$ cat src/rtl/serv_immdec_w.sv
// Bit-serial RISC-V immediate decoder: captures instr[31:7] and streams the 32-bit immediate LSB first, W bits per chunk.
// Optional macro SERV_IMMDEC_CSR_IMM_EN enables streaming of the zero-extended CSR zimm on o_csr_imm.
module serv_immdec_w #(
  parameter int W = 1,
  localparam int CW = ($clog2(32 / W) < 1) ? 1 : $clog2(32 / W)
) (
  input  logic          i_clk,
  input  logic          i_rst_n,
  input  logic          i_wb_en,
  input  logic [24:0]   i_wb_rdt,
  input  logic [2:0]    i_fmt,
  input  logic          i_cnt_en,
  output logic [4:0]    o_rd_addr,
  output logic [4:0]    o_rs1_addr,
  output logic [4:0]    o_rs2_addr,
  output logic [W-1:0]  o_imm,
  output logic [W-1:0]  o_csr_imm,
  output logic [CW-1:0] o_cnt,
  output logic          o_last
);

  generate
    if (!(W == 1 || W == 2 || W == 4 || W == 8)) begin : g_bad_w
      $error("serv_immdec_w: W must be 1, 2, 4 or 8");
    end
  endgenerate

  localparam logic [CW-1:0] LAST_IDX = CW'(32 / W - 1);

  logic [24:0]   ir_q, ir_d;
  logic [CW-1:0] cnt_q, cnt_d;
  logic [31:0]   imm;
  logic [31:0]   imm_sh;

  // ir holds instr[31:7], so instr[k] lives at ir[k-7]
  function automatic logic [31:0] build_imm(input logic [24:0] ir, input logic [2:0] fmt);
    logic signed [31:0] v;
    case (fmt)
      3'd1:    v = {{20{ir[24]}}, ir[24:18], ir[4:0]};
      3'd2:    v = {{20{ir[24]}}, ir[0], ir[23:18], ir[4:1], 1'b0};
      3'd3:    v = {ir[24:5], 12'b0};
      3'd4:    v = {{12{ir[24]}}, ir[12:5], ir[13], ir[23:14], 1'b0};
      default: v = {{20{ir[24]}}, ir[24:13]};
    endcase
    return v;
  endfunction

  always_comb begin
    ir_d  = ir_q;
    cnt_d = cnt_q;
    if (i_wb_en) begin
      ir_d  = i_wb_rdt;
      cnt_d = '0;
    end else if (i_cnt_en) begin
      cnt_d = cnt_q + 1'b1;
    end
  end

  always_ff @(posedge i_clk or negedge i_rst_n) begin
    if (!i_rst_n) begin
      ir_q  <= '0;
      cnt_q <= '0;
    end else begin
      ir_q  <= ir_d;
      cnt_q <= cnt_d;
    end
  end

  assign imm    = build_imm(ir_q, i_fmt);
  assign imm_sh = imm >> (int'(cnt_q) * W);

  assign o_rd_addr  = ir_q[4:0];
  assign o_rs1_addr = ir_q[12:8];
  assign o_rs2_addr = ir_q[17:13];
  assign o_imm      = imm_sh[W-1:0];
  assign o_cnt      = cnt_q;
  assign o_last     = (cnt_q == LAST_IDX);

`ifdef SERV_IMMDEC_CSR_IMM_EN
  logic [31:0] zimm_sh;
  assign zimm_sh   = {27'b0, ir_q[12:8]} >> (int'(cnt_q) * W);
  assign o_csr_imm = zimm_sh[W-1:0];
`else
  assign o_csr_imm = '0;
`endif

endmodule

$ cat config.mk
export PLATFORM = sky130hd
export DESIGN_NAME = serv_immdec_w
export DESIGN_NICKNAME = d
export VERILOG_FILES = /design/src/rtl/serv_immdec_w.sv
export SDC_FILE = /design/constraint.sdc
export NUM_CORES = 1
export LEC_CHECK = 0
export ABC_AREA = 1
export CAP_MARGIN = 25
export CORE_MARGIN = 2
export CORE_UTILIZATION = 45
export CTS_BUF_LIST = sky130_fd_sc_hd__clkbuf_8
export CTS_CLUSTER_SIZE = 12
export DETAILED_ROUTE_END_ITERATION = 10
export PLACE_DENSITY = 0.77
export REMOVE_ABC_BUFFERS = 1
export SYNTH_ARGS = -nofsm -noshare
export SYNTH_HDL_FRONTEND = slang
export SYNTH_SLANG_ARGS = --single-unit
export TNS_END_PERCENT = 10
$ cat constraint.sdc
create_clock -name i_clk -period 1.5 [get_ports i_clk]
set_clock_uncertainty 0.05 [all_clocks]
set_input_delay 0.15 -clock i_clk [delete_from_list [all_inputs] [get_ports i_clk]]
set_output_delay 0.15 -clock i_clk [all_outputs]
set_load 0.02 [all_outputs]
# Word level (Yosys, flattened, before mapping)
# Index checks and enable logic that the tools add are counted.
[classes] n_shift=1 n_reduce_logical=1 add_sub_neg=1 n_eq_ne=5 muxes=3
[op_table] operator="one-hot mux 31 bit (4 select lines)" n=1
[op_table] operator="right shift 32 x 5 -> 1 bit" n=1
[op_table] operator="2-to-1 mux 5 bit" n=2
[op_table] operator="equality test 3 x 2 -> 1 bit (second input constant)" n=2
[op_table] operator="adder 5 x 1 -> 5 bit (second input constant)" n=1
[op_table] operator="equality test 5 bit (second input constant)" n=1
[op_table] operator="equality test 3 x 1 -> 1 bit (second input constant)" n=1
[op_table] operator="equality test 3 bit (second input constant)" n=1
[op_table] operator="nonzero test 2 bit" n=1
[totals] out_inout_bits=23 reg_bits=30 in_bits=32 elab_cells=13

# Logic depth before layout (Yosys ltp)
[logic_depth] word_depth=3 ltp_mapped=12 ltp_nobuf=12

# Worst setup path before layout
# Ideal clock, no wire load.
[synth_path] path_kind="register to output" start="register cnt_q[0], in the netlist o_cnt[0]" end="output port o_imm" t_arrival_ns=1.409 stages_incl_launch_ff=11 slack_ns=-0.109 path_buffers=1 required_time_ns=1.300 path_cell_list="dfrtp_1 buf_6 nor2_1 nand2_1 nand2_1 nand2_1 a21oi_1 nand2_1 nand2_1 nand2_1 nand2_1"
[synth_via] elab_chain_cells=1
[synth_lines] item="start: declaration" line="31" source="logic [CW-1:0] cnt_q, cnt_d;"
[synth_lines] item="start signal: assignment" line="65" source="cnt_q <= cnt_d;"
[synth_lines] item="right shift 32 x 5 -> 1 bit" line="70" source="assign imm_sh = imm >> (int'(cnt_q) * W);"
[synth_lines] item="end: declaration" line="16" source="output logic [W-1:0] o_imm,"
# No other way between the ends.

# Final worst setup path
# Ends and elaborated chain as after synthesis.

==> impl_metrics.toml <==
[floorplan]
die_h_um = 67.0
start_util_pct = 47.7
die-area_mm2 = 0.00449
die_x_um = 67.0
io_pins = 55
row_count = 22
coreArea_mm2 = 0.00374

[placed_design]
io_buffers = 53
gp_congestion = 0.928
hpwl_mm = 3.42
dp.cells = 362

[setup_path]
crit_type = "reg -> out"
r2r-end = "o_cnt[4]$_DFFE_PN0P_"
arrival_ns = 1.74
endpoint_kind = "output pin"
cp-start-kind = "register"
r2r_slack_ns = -0.08
reg2regPathDepth = 7
critPathMaxFanout = 8
crit_path_start = "o_cnt[0]$_DFFE_PN0P_"
r2r-start = "o_cnt[0]$_DFFE_PN0P_"
required_ns = 1.30

[cells_and_area]
diodes = 0
final_layout_size_suffix_gt1_share_pct = 24.5
area_growth_pct = 47.0
fill_cells = 340
final_cells = 370
final_nets = 356

[pwr]
comb_power_share_pct = 29.3
vdd_ir_drop_max_mv = 0.536
switching_share_pct = 30.8
power_switching_uw = 663
leakagePower_uw = 0.00137
power.density_mw_per_mm2 = 822
pwr-share-seq_pct = 42.6
pwr-share-clk_pct = 28.0
internal_power_uw = 1490

[global_routing]
grt_pass1_vias = 1754
grt_max_degree = 31
antenna_found_initial = 0
grt_pass1_wl_mm = 7.65
grtUsageTotal_pct = 22.8
grt-ovfl-total = 0

[synthesis]
synth_common_cells = "79 x nand2_1, 30 x dfrtp_1, 25 x inv_1"
syn_inst = 246
synthFlopType = "dfrtp_1"
syn-cell-area_mm2 = 0.00179
syn_area_per_cell_um2 = 7.26
ys_ff_latch = 30
yosysTopAreaCell = "dfrtp_1"
async_reset_ff_share_pct = 100
seq_area_frac_synth_pct = 42.0
yosysUniqueCellTypes = 28
yosysMostFrequentCell = "nand2_1"
synth_enable_flop_cells = 0
synth_top_area_share_pct = 42.0
ys_top_cells_by_area = "dfrtp_1 42%, nand2_1 17%, buf_4 6.7%, nand3_1 6.4%, o21ai_0 5.9%"
yosys_warnings = 0

[cts]
postCtsHoldBufs = 0
cts_tree = "yes"
cts_max_level = 2
clk_pin_slew_ns = 0.07
clk_latency_ns = 0.28
cts_buffers = 5
cts_root_buffer = "clkbuf_8"
clockBufferDepth = 2
cts_sinks = 30

[drt]
viasPerCell = 4.91
firstDrtPassIters = 4
drtIter0Drc = 92
wl_per_cell_um = 12.4
routed_wl_mm = 4.60
drtAntennaViolNets = 0
drc_errors = 0
dr_total_vias = 1815

[timing]
hold_viol_final = 0
holdWs_ns = 0.221
clock.fmax_mhz = 514
period_needed_ns = 1.94
finalSetupViolations = 3
setup_slack_ns = -0.444
rsz0062_at_grt = "yes"
slew_viol_final = 0
timing.final.crit_share_pct = 130

[status]
status = "complete, but fails checks"
violations = "setup timing"

[min_path]
worstHoldPathType = "in -> async"

[run]
maxCapViolCount = 0
==> critical path, stage by stage, from the launching register on <==
cell,delay (ns)
dfrtp_2,0.49
inv_4,0.14
nand2_2,0.09
o211ai_1,0.20
nand2_1,0.10
nand3_1,0.08
nand3_1,0.07
nand2_1,0.06
nand2_1,0.04
nand2_1,0.06
buf_6,0.11
==> state kept, by name, indices dropped and copies added, names as in the netlist <==
signal	cells
o_cnt	5
ir_q	25
==> placed cells by master, fill, tap and decap left out, types with 2 or more instances in the layout <==
cell / Yosys / layout
nand2_2: 4 / 5
clkbuf_8: 0 / 5
o21ai_0: 21 / 21
buf_4: 16 / 43
clkinv_2: 0 / 3
nor2_1: 7 / 5
ha_1: 2 / 2
nor3_1: 4 / 3
nand3_1: 23 / 22
a21oi_1: 5 / 5
nand3b_1: 2 / 2
nor2_2: 1 / 2
dlygate4sd2_1: 0 / 8
dfrtp_2: 0 / 2
dfrtp_1: 30 / 28
inv_2: 4 / 3
buf_6: 1 / 4
o211ai_1: 2 / 2
clkdlybuf4s50_1: 0 / 34
nand2_1: 79 / 77
inv_1: 25 / 25
nand3_2: 3 / 4
==> logic make-up (layout without fill, tap and decap cells) <==
| family | Yosys count | in the layout | synth area share, % |
|---|---|---|---|
| AOI/OAI and AO/OA | 33 | 33 | 10.2 |
| adders and majority gates | 2 | 2 | 1.40 |
| buffers and inverters | 54 | 130 | 15.1 |
| DFF | 30 | 30 | 42.0 |
| other | 1 | 1 | 0.210 |
| and+or+nand+nor | 126 | 126 | 31.0 |
==> layer usage <==
metal  GRT usage [%]  part of all wire, %  up-vias
met3            4.73                  6.3       11
met5               0                    0        -
li1                -                    -      913
met4            8.93                  2.3        0
met2            39.3                   47       67
met1            27.5                   45      824
==> stage by stage <==
| stage | setup WS (ns) | util (%) | total power (uW) | instance area [um^2] | TNS (ns) |
|---|---|---|---|---|---|
| 3_5_place_dp | -0.812 | 67.0 | 1550 | 2510 | -1.40 |
| 4_1_cts | -0.424 | 69.8 | 2160 | 2610 | -0.814 |
| 6_report | -0.444 | 70.1 | 2160 | 2620 | -0.815 |
| 3_3_place_gp | -0.777 | 67.0 | 1540 | 2510 | -1.34 |
| 2_1_floorplan | -0.283 | - | 1180 | 1630 | -0.646 |
| 5_1_grt | -0.581 | 70.1 | 2270 | 2620 | -1.24 |
==> what timing repair did <==
action                                  4_1_cts  5_1_grt
pin swaps                                     1        2
setup buffers                                 0        1
gates resized for setup                      43        2
endpoints found under the setup margin       19        6
==> worst max-delay path by stage <==
| stage | end | slack, ns | cells past startpoint |
|---|---|---|---|
| 2_1_floorplan | o_imm | -0.28 | 8 |
| 3_3_place_gp | o_imm | -0.78 | 14 |
| 3_5_place_dp | o_imm | -0.81 | 13 |
| 4_1_cts | o_imm | -0.42 | 10 |
| 5_1_grt | o_imm | -0.58 | 9 |
| 6_report | o_imm | -0.44 | 10 |
==> power groups by stage <==
| stage | Sequential (uW) | Combinational [uW] | Clock [uW] |
|---|---|---|---|
| final | 919 | 633 | 604 |
| after CTS | 919 | 633 | 608 |
| after global routing | 926 | 698 | 646 |
| after floorplan | 985 | 200 | 0 |
| after global placement | 928 | 613 | 0 |
| after detailed placement | 928 | 623 | 0 |
==> layout make-up <==
class | instances | area, um^2 | share of cell area (%)
multi-input combinational | 162 | 806 | 30.7
clock inverter | 2 | 10.0 | 0.381
inverter | 31 | 120 | 4.58
clock buffer | 5 | 68.8 | 2.62
sequential | 30 | 753 | 28.7
timing repair buffer | 92 | 806 | 30.7
tap | 48 | 60.1 | 2.29
(Power assumes the default switching activity.)
